<file path="src/rtl/brch_resolve_unit.sv">
// Resolves beq/bne in ID against the IF-stage prediction, trains the predictor,
// and issues a one-cycle flush plus fetch redirect on a mispredict.
module brch_resolve_unit #(
  parameter int DATA_W = 32,
  parameter int CNT_W  = 16
) (
  input  logic              clk,
  input  logic              rst_n,
  input  logic              brch_instr_detectd_IF,
  input  logic              predict_br_taken,
  input  logic [DATA_W-1:0] if_pc_plus4,
  input  logic [DATA_W-1:0] if_br_target,
  input  logic              if_id_stall,
  input  logic              brch_instr_detectd_ID,
  input  logic              brch_is_bne_ID,
  input  logic [DATA_W-1:0] rs_val_ID,
  input  logic [DATA_W-1:0] rt_val_ID,
  input  logic              brch_hazard_stall,
  output logic              actual_brch_result,
  output logic              brch_update_vld,
  output logic              mispredict_flush,
  output logic              redirect_vld,
  output logic [DATA_W-1:0] redirect_pc,
  output logic [CNT_W-1:0]  br_count,
  output logic [CNT_W-1:0]  mispred_count,
  output logic              state_dbg
);

  // Handshake: brch_update_vld is a single-cycle strobe with no ready; the
  // predictor must sample actual_brch_result on the same posedge it is high.
  typedef enum logic {RUN = 1'b0, FLUSH = 1'b1} state_t;

  state_t            state, state_nxt;
  logic              trk_pred;
  logic [DATA_W-1:0] trk_pc4, trk_tgt, redir_pc;
  logic              res, eq, mispredict;

  assign state_dbg = state;

  always_comb begin
    state_nxt          = state;
    res                = brch_instr_detectd_ID & ~brch_hazard_stall & (state == RUN);
    eq                 = (rs_val_ID == rt_val_ID);
    actual_brch_result = 1'b0;
    brch_update_vld    = res;
    mispredict_flush   = 1'b0;
    redirect_vld       = 1'b0;
    redirect_pc        = '0;
    if (res) actual_brch_result = brch_is_bne_ID ? ~eq : eq;
    mispredict = res & (actual_brch_result != trk_pred);
    case (state)
      RUN:   if (mispredict) state_nxt = FLUSH;
      FLUSH: begin
        state_nxt        = RUN;
        mispredict_flush = 1'b1;
        redirect_vld     = 1'b1;
        redirect_pc      = redir_pc;
      end
      default: state_nxt = RUN;
    endcase
  end

  always_ff @(posedge clk) begin
    if (!rst_n) begin
      state <= RUN;
    end else begin
      state <= state_nxt;
    end
  end

  // Tracking register follows IF/ID; cleared in FLUSH since IF/ID holds a wrong-path instruction.
  always_ff @(posedge clk) begin
    if (!rst_n || state == FLUSH) begin
      trk_pred <= 1'b0;
      trk_pc4  <= '0;
      trk_tgt  <= '0;
    end else if (!if_id_stall && !brch_hazard_stall) begin
      trk_pred <= predict_br_taken & brch_instr_detectd_IF;
      trk_pc4  <= if_pc_plus4;
      trk_tgt  <= if_br_target;
    end
  end

  always_ff @(posedge clk) begin
    if (!rst_n) begin
      redir_pc <= '0;
    end else if (mispredict) begin
      redir_pc <= actual_brch_result ? trk_tgt : trk_pc4;
    end
  end

  always_ff @(posedge clk) begin
    if (!rst_n) begin
      br_count      <= '0;
      mispred_count <= '0;
    end else begin
      if (res && br_count != '1) br_count <= br_count + 1'b1;
      if (mispredict && mispred_count != '1) mispred_count <= mispred_count + 1'b1;
    end
  end

endmodule
</file>
<file path="config.mk">
export PLATFORM = sky130hd
export DESIGN_NAME = brch_resolve_unit
export DESIGN_NICKNAME = d
export VERILOG_FILES = /design/src/rtl/brch_resolve_unit.sv
export SDC_FILE = /design/constraint.sdc
export NUM_CORES = 1
export LEC_CHECK = 0
export CORE_ASPECT_RATIO = 0.9
export CORE_MARGIN = 4
export CORE_UTILIZATION = 30
export CTS_CLUSTER_DIAMETER = 40
export DETAILED_ROUTE_END_ITERATION = 8
export GPL_TIMING_DRIVEN = 0
export SETUP_SLACK_MARGIN = 0.05
export SLEW_MARGIN = 25
export SYNTH_ARGS = -nofsm -noshare
export SYNTH_HDL_FRONTEND = slang
export SYNTH_SLANG_ARGS = --single-unit
</file>
<file path="constraint.sdc">
create_clock -name clk -period 3 [get_ports clk]
set_input_delay 0.45 -clock clk [delete_from_list [all_inputs] [get_ports clk]]
set_output_delay 0.45 -clock clk [all_outputs]
set_load 0.03 [all_outputs]
</file>
==> summary.md, run 1 <==
| Metric | Value |
|---|---|
| Status | `finished clean` |
| Cells after synthesis | `674` |
| Antenna Cells | `0` |
| Critical path arrival | `3.24 ns` |
| Setup TNS | `0 ns` |
| Final setup fails | `0` |
| Most common cell in the netlist | `nand2_1` |
| Seq pwr share | `0.427` |
| Hold path cells | `2` |
| Pwr Density | `484 mW/mm^2` |
| Initial antenna violation count | `0` |
| Crit path launch type | `input port` |
| Nets | `1045` |
| DR pass1 iterations | `5` |
| Synthesized area per cell | `8.57 um^2` |
| Relative slew slack | `0.563` |
| Number of synthesized flops with an enable pin | `0` |
| CP max stage delay | `0.42 ns` |
| Finished Core Util | `0.476` |
| Residual DRC | `0` |
| Slew Viols, Final | `0` |
| Post-synthesis sequential area ratio | `0.450` |
| Clock Pin Slew Worst Setup and Hold Paths | `0.06 ns` |
| Max_cap viols | `0` |
| Syn nets | `812` |
| Combinational share of power | `0.118` |
| Sink Count | `130` |
| Crit end category | `register` |
| Setup ws final | `0.0919 ns` |
| Clk buf depth | `2` |
| Async SR Flop Fraction | `0` |
| CP max stage cell | `clkdlybuf4s50_1` |
| Cell Int Power | `3.25 mW` |
| P_sw | `1.05 mW` |
| DR iter-0 viols | `264` |
| Port bufs | `203` |
| Area leader, netlist | `dfxtp_1` |
| Final Cell Area | `0.00888 mm^2` |
| CTS tree | `built` |
| Sw frac | `0.243` |
| Die Wd | `154 um` |
| Chip Height | `140 um` |
| Vias in the first global route | `5250` |
| Non-Filler Instances | `1164` |
| Htree depth | `4` |
| Detail-routed via count per cell | `4.79` |
| Worst EP required | `3.34 ns` |
| Layout cells sized above 1 | `0.109` |
| RSZ-0062 raised after global routing | `no` |
| Worst reg-to-reg setup slack | `0.49 ns` |
| # IOs | `205` |
| Total Power | `4.30 mW` |
| CTS buffer count | `17` |
| Worst hold endpoint | `trk_pc4[9]` |
| Ys flop type | `dfxtp_1` |
| # rows | `47` |
| Placed Cells | `1122` |
| Ranking of synthesized cells by area | `dfxtp_1 45%, nand2_1 10%, xor2_1 6.7%, a21oi_1 6.4%, o221a_2 5.5%` |
| Worst hold slack | `0.453 ns` |
| Crit-path cells | `clkdlybuf4s50_1, xor2_1, nor4_2, nand4_1, buf_4, buf_4, buf_4, or3_4, a21o_1, buf_4, nor4_2, mux2i_1` |
| Final number of hold-violating endpoints | `0` |
| Average wire per standard cell | `16.3 um` |
| Post-DP HPWL | `13900 um` |
| Clock Power Share | `0.455` |
| Vias | `5580` |
| Buf/Inv on CP | `5` |
| Maximum VDD drop | `0.407 mV` |
| Placer Congestion | `0.804` |
| Routed Wire Length | `18900 um` |
| Residual overflow from global routing | `0` |
| First-pass GRT wire length | `29000 um` |
| LEAKAGE | `3.25 nW` |
| Largest net degree at the start of global routing | `17` |
| Post-detailed-placement cell area | `0.00812 mm^2` |
| Initial core utilization | `0.310` |
| Critical R2R Capture | `redir_pc[26]` |
| Fmax | `344 MHz` |
| Slew of the pin with the lowest slew margin | `0.656 ns` |
| Total track usage | `0.170` |
| Crit path time final | `2.91 ns` |
| Root Buffer Master | `clkbuf_16` |
| FF+latch count, synth | `130` |
| Hold Crit Class | `register to register` |
| Antenna viol nets, final | `0` |
| Yosys cell types | `41` |
| Reg-to-reg startpoint | `state_dbg` |
| Area share of the largest cell type after synthesis | `0.450` |
| Clock Skew | `0.00963 ns` |
| Most used cell, CP | `buf_4` |
| Core Region | `0.0186 mm^2` |
| Setup crit start | `rt_val_ID[2]` |
| Hold-fix buffers, CTS | `0` |
| Yosys warns | `0` |
| Synthesis-to-layout area growth | `53.7%` |
| Dpl ws | `-1.33 ns` |
| Fin crit share | `0.969` |
| R2R cell count | `7` |
| Cell area after synthesis | `0.00578 mm^2` |
| Hold_sp | `trk_pc4[9]` |
| Top cells by count, synth | `157 x nand2_1, 130 x dfxtp_1, 74 x a21oi_1` |
| Max FO, Critical Path | `5` |
| Critical setup path kind | `input port to register` |
| Die Footprint | `0.0215 mm^2` |
| Worst-skew pair later-pin latency | `0.41 ns` |
| Crit path max-delay family | `simple AND/OR/NAND/NOR gates` |
cell type report:
cell class | count | area (um^2)
inverters | 5 | 18.8
multi-input cells | 490 | 3010
flip-flops and latches | 130 | 2600
clock buffers | 19 | 453
well taps | 245 | 307
fillers | 1792 | 9760
clock inverters | 12 | 110
repair buffers | 214 | 2140
plain buffers | 49 | 229
flip-flops by register name, indices dropped and copies added (netlist names):
register       cells
trk_tgt           32
trk_pred           1
redir_pc          32
mispred_count     16
state_dbg          1
trk_pc4           32
br_count          16
routing by layer:
layer | vias to the layer above | global-route usage | share of wire
met4 | 0 | 0.0376 | 0.0058
met5 | - | 0 | 0
li1 | 2808 | - | -
met3 | 4 | 0.0466 | 0.052
met2 | 153 | 0.268 | 0.48
met1 | 2615 | 0.232 | 0.47
timing repair:
| action | 4_1_cts | 5_1_grt |
|---|---|---|
| setup buffers | 6 | 3 |
| gates resized for setup | 17 | 14 |
| pin swaps | 5 | 12 |
| cloned | 0 | 2 |
| setup endpoints to repair | 32 | 33 |
cell usage in the layout (no fill, tap or decap), drive strengths merged, types with 9 or more instances in the layout:
master	netlist	layout
a21oi	75	75
and2	34	34
buf	17	28
clkbuf	32	52
clkdlybuf4s50	0	196
dfxtp	130	130
nand2	157	157
nand2b	9	9
nand3	14	14
nand4	9	9
nor2	22	22
nor4	10	10
o21ai	9	9
o221a	32	32
o31a	32	32
xor2	44	44
worst min-delay path: stages (launching register included):
cell     delay, ns
dfxtp_1       0.31
nand2_1       0.05
a21oi_1       0.05
power by group through the flow:
stage	sequential [mW]	clock, mW	combinational [mW]
global placement	1.87	0	0.490
CTS	1.83	2.00	0.505
global route	1.84	2.09	0.552
floorplan	1.86	0	0.218
finish	1.83	1.96	0.508
detailed placement	1.87	0	0.494
cell families after synthesis:
kind of cell,count (synthesis),synth area share
AOI/OAI and AO/OA,152,0.190
xor gates and xnor gates,48,0.0728
adders and majority gates,2,0.00433
buffers and inverters,54,0.0405
DFF,130,0.450
muxes,8,0.0139
and+or+nand+nor,280,0.228
worst max-delay path by stage:
| stage | to | slack (ns) | cells past startpoint |
|---|---|---|---|
| 3_3_place_gp | actual_brch_result | -1.32 | 9 |
| 6_report | mispred_count[10] | 0.09 | 12 |
| 5_1_grt | mispred_count[13] | 0.04 | 12 |
| 2_1_floorplan | actual_brch_result | 0.44 | 7 |
| 4_1_cts | actual_brch_result | 0.05 | 9 |
| 3_5_place_dp | actual_brch_result | -1.33 | 9 |
Power figures use the tool's default switching activity.
==> run 2: changes to the inputs <==
CORE_ASPECT_RATIO = unset   (was 0.9)
==> summary.md, run 2 (synthesized netlist as in run 1, its figures left out) <==
| Metric | Value |
|---|---|
| Antenna viol nets, final | `0` |
| Die Footprint | `0.0215 mm^2` |
| Critical path arrival | `2.45 ns` |
| Chip Height | `147 um` |
| Hold_sp | `trk_pc4[3]` |
| Slew Viols, Final | `0` |
| Antenna Cells | `0` |
| Crit-path cells | `clkdlybuf4s50_1, xor2_1, nor4_2, nand4_1, nor2_2, xor2_2, buf_8, and2_1, buf_4` |
| Hold Crit Class | `register to register` |
| Worst-skew pair later-pin latency | `0.41 ns` |
| CTS tree | `built` |
| Slew of the pin with the lowest slew margin | `0.586 ns` |
| Largest regs | `redir_pc x32, trk_pc4 x32, trk_tgt x32` |
| Reg-to-reg startpoint | `state_dbg` |
| First-pass GRT wire length | `29600 um` |
| Htree depth | `4` |
| Worst EP required | `2.55 ns` |
| Crit end category | `primary output` |
| Critical R2R Capture | `redir_pc[18]` |
| Initial core utilization | `0.307` |
| Die Wd | `147 um` |
| Fin crit share | `0.968` |
| Post-detailed-placement cell area | `0.00814 mm^2` |
| Synthesis-to-layout area growth | `52.2%` |
| Buf/Inv on CP | `3` |
| Most frequent cells in the layout | `201 x clkdlybuf4s50_1, 157 x nand2_1, 130 x dfxtp_1` |
| Crit path time final | `2.90 ns` |
| Status | `finished clean` |
| Clock Skew | `0.00752 ns` |
| Vias | `5476` |
| Max_cap viols | `0` |
| Layout cells sized above 1 | `0.0997` |
| Average wire per standard cell | `16.0 um` |
| # IOs | `205` |
| Maximum VDD drop | `0.388 mV` |
| Sink Count | `130` |
| Total track usage | `0.172` |
| Worst reg-to-reg setup slack | `0.54 ns` |
| CP max stage delay | `0.41 ns` |
| Residual DRC | `0` |
| Root Buffer Master | `clkbuf_16` |
| RSZ-0062 raised after global routing | `yes` |
| # rows | `50` |
| Post-DP HPWL | `14100 um` |
| DR pass1 iterations | `4` |
| Critical setup path kind | `input port to primary output` |
| Detail-routed via count per cell | `4.67` |
| DR iter-0 viols | `233` |
| Worst hold slack | `0.454 ns` |
| Crit path launch type | `input port` |
| Residual overflow from global routing | `0` |
| CP max stage cell | `clkdlybuf4s50_1` |
| R2R cell count | `7` |
| Max FO, Critical Path | `2` |
| Vias in the first global route | `5512` |
| Core Region | `0.0188 mm^2` |
| Port bufs | `203` |
| Relative slew slack | `0.604` |
| Worst hold endpoint | `trk_pc4[3]` |
| Routed Wire Length | `18800 um` |
| Crit path max-delay family | `simple AND/OR/NAND/NOR gates` |
| Nets | `1040` |
| CTS buffer count | `17` |
| Largest net degree at the start of global routing | `17` |
| Placer Congestion | `0.821` |
| Final number of hold-violating endpoints | `0` |
| Initial antenna violation count | `0` |
| Commonest non-fill, non-tap cell in the layout | `clkdlybuf4s50_1` |
| Hold path cells | `2` |
| Final Cell Area | `0.00879 mm^2` |
| Clk buf depth | `2` |
| LEAKAGE | `3.15 nW` |
| Clock Pin Slew Worst Setup and Hold Paths | `0.06 ns` |
| Pwr Density | `491 mW/mm^2` |
| Fmax | `344 MHz` |
| Final setup fails | `0` |
[run 2: cell count changes in the layout (fill, tap and decap cells not counted), moves of 2 or more]
cell / change
clkbuf_8: -3
clkdlybuf4s50_1: +5
nor3_2: +2
dlymetal6s2s_1: -5
buf_4: -3
clkinvlp_4: -2
nor3_4: -2
[run 2: layout make-up]
type                       count  area, um^2
timing repair buffer         209        2070
sequential                   130        2600
fill                        1853       10000
buffer                        49         226
inverter                       5        18.8
clock inverter                13         139
clock buffer                  17         425
multi-input combinational    490        2980
tap                          260         325
[run 2: worst max-delay path by stage]
stage | slack (ns) | depth (start not counted) | from | to
floorplan | 0.44 | 7 | rt_val_ID[25] | actual_brch_result
global placement | -1.21 | 9 | rt_val_ID[25] | actual_brch_result
detailed placement | -1.19 | 9 | rt_val_ID[25] | actual_brch_result
CTS | 0.006 | 9 | rt_val_ID[25] | actual_brch_result
global route | -0.0008 | 9 | rt_val_ID[13] | actual_brch_result
finish | 0.1 | 9 | rt_val_ID[13] | actual_brch_result
[run 2: where the power goes]
group | internal [mW] | total [mW] | switching [mW]
Sequential | 1.79 | 1.83 | 0.0379
Clock | 1.21 | 1.98 | 0.770
Combinational | 0.276 | 0.502 | 0.226
Total | 3.28 | 4.32 | 1.03
[run 2: worst reg2reg max path: cells and delay by family (launching register included)]
kind | cells | cell delay (ns)
buffers and inverters | 3 | 0.72
flip-flops | 1 | 0.47
AO/OA/AOI/OAI | 2 | 0.45
AND/OR/NAND/NOR | 2 | 0.73
[run 2: metrics by stage]
stage / worst slack, ns / power [mW] / TNS [ns] / cells / util
final: 0.0956 / 4.32 / 0 / 1173 / 0.467
after global routing: -0.000827 / 4.50 / -0.000827 / 1173 / 0.467
after CTS: 0.00551 / 4.36 / 0 / 1169 / 0.465
after detailed placement: -1.19 / 2.36 / -10.73 / 1137 / 0.432
after global placement: -1.21 / 2.36 / -12.35 / 1137 / 0.432
after floorplan: 0.437 / 2.08 / 0 / 674 / -
[run 2: timing repair]
action	CTS	global route
endpoints found under the setup margin	2	1
gates resized for setup	15	3
hold buffers	0	0
cloned	0	0
setup buffers	2	4
pin swaps	3	5
hold endpoints to repair	0	0
[run 2: routing by layer]
layer / track usage / vias up / share of wire
met1: 0.235 / 2547 / 0.46
met4: 0.0339 / 0 / 0.0064
met3: 0.0426 / 8 / 0.047
li1: - / 2799 / -
met2: 0.279 / 122 / 0.48
met5: 0 / - / 0
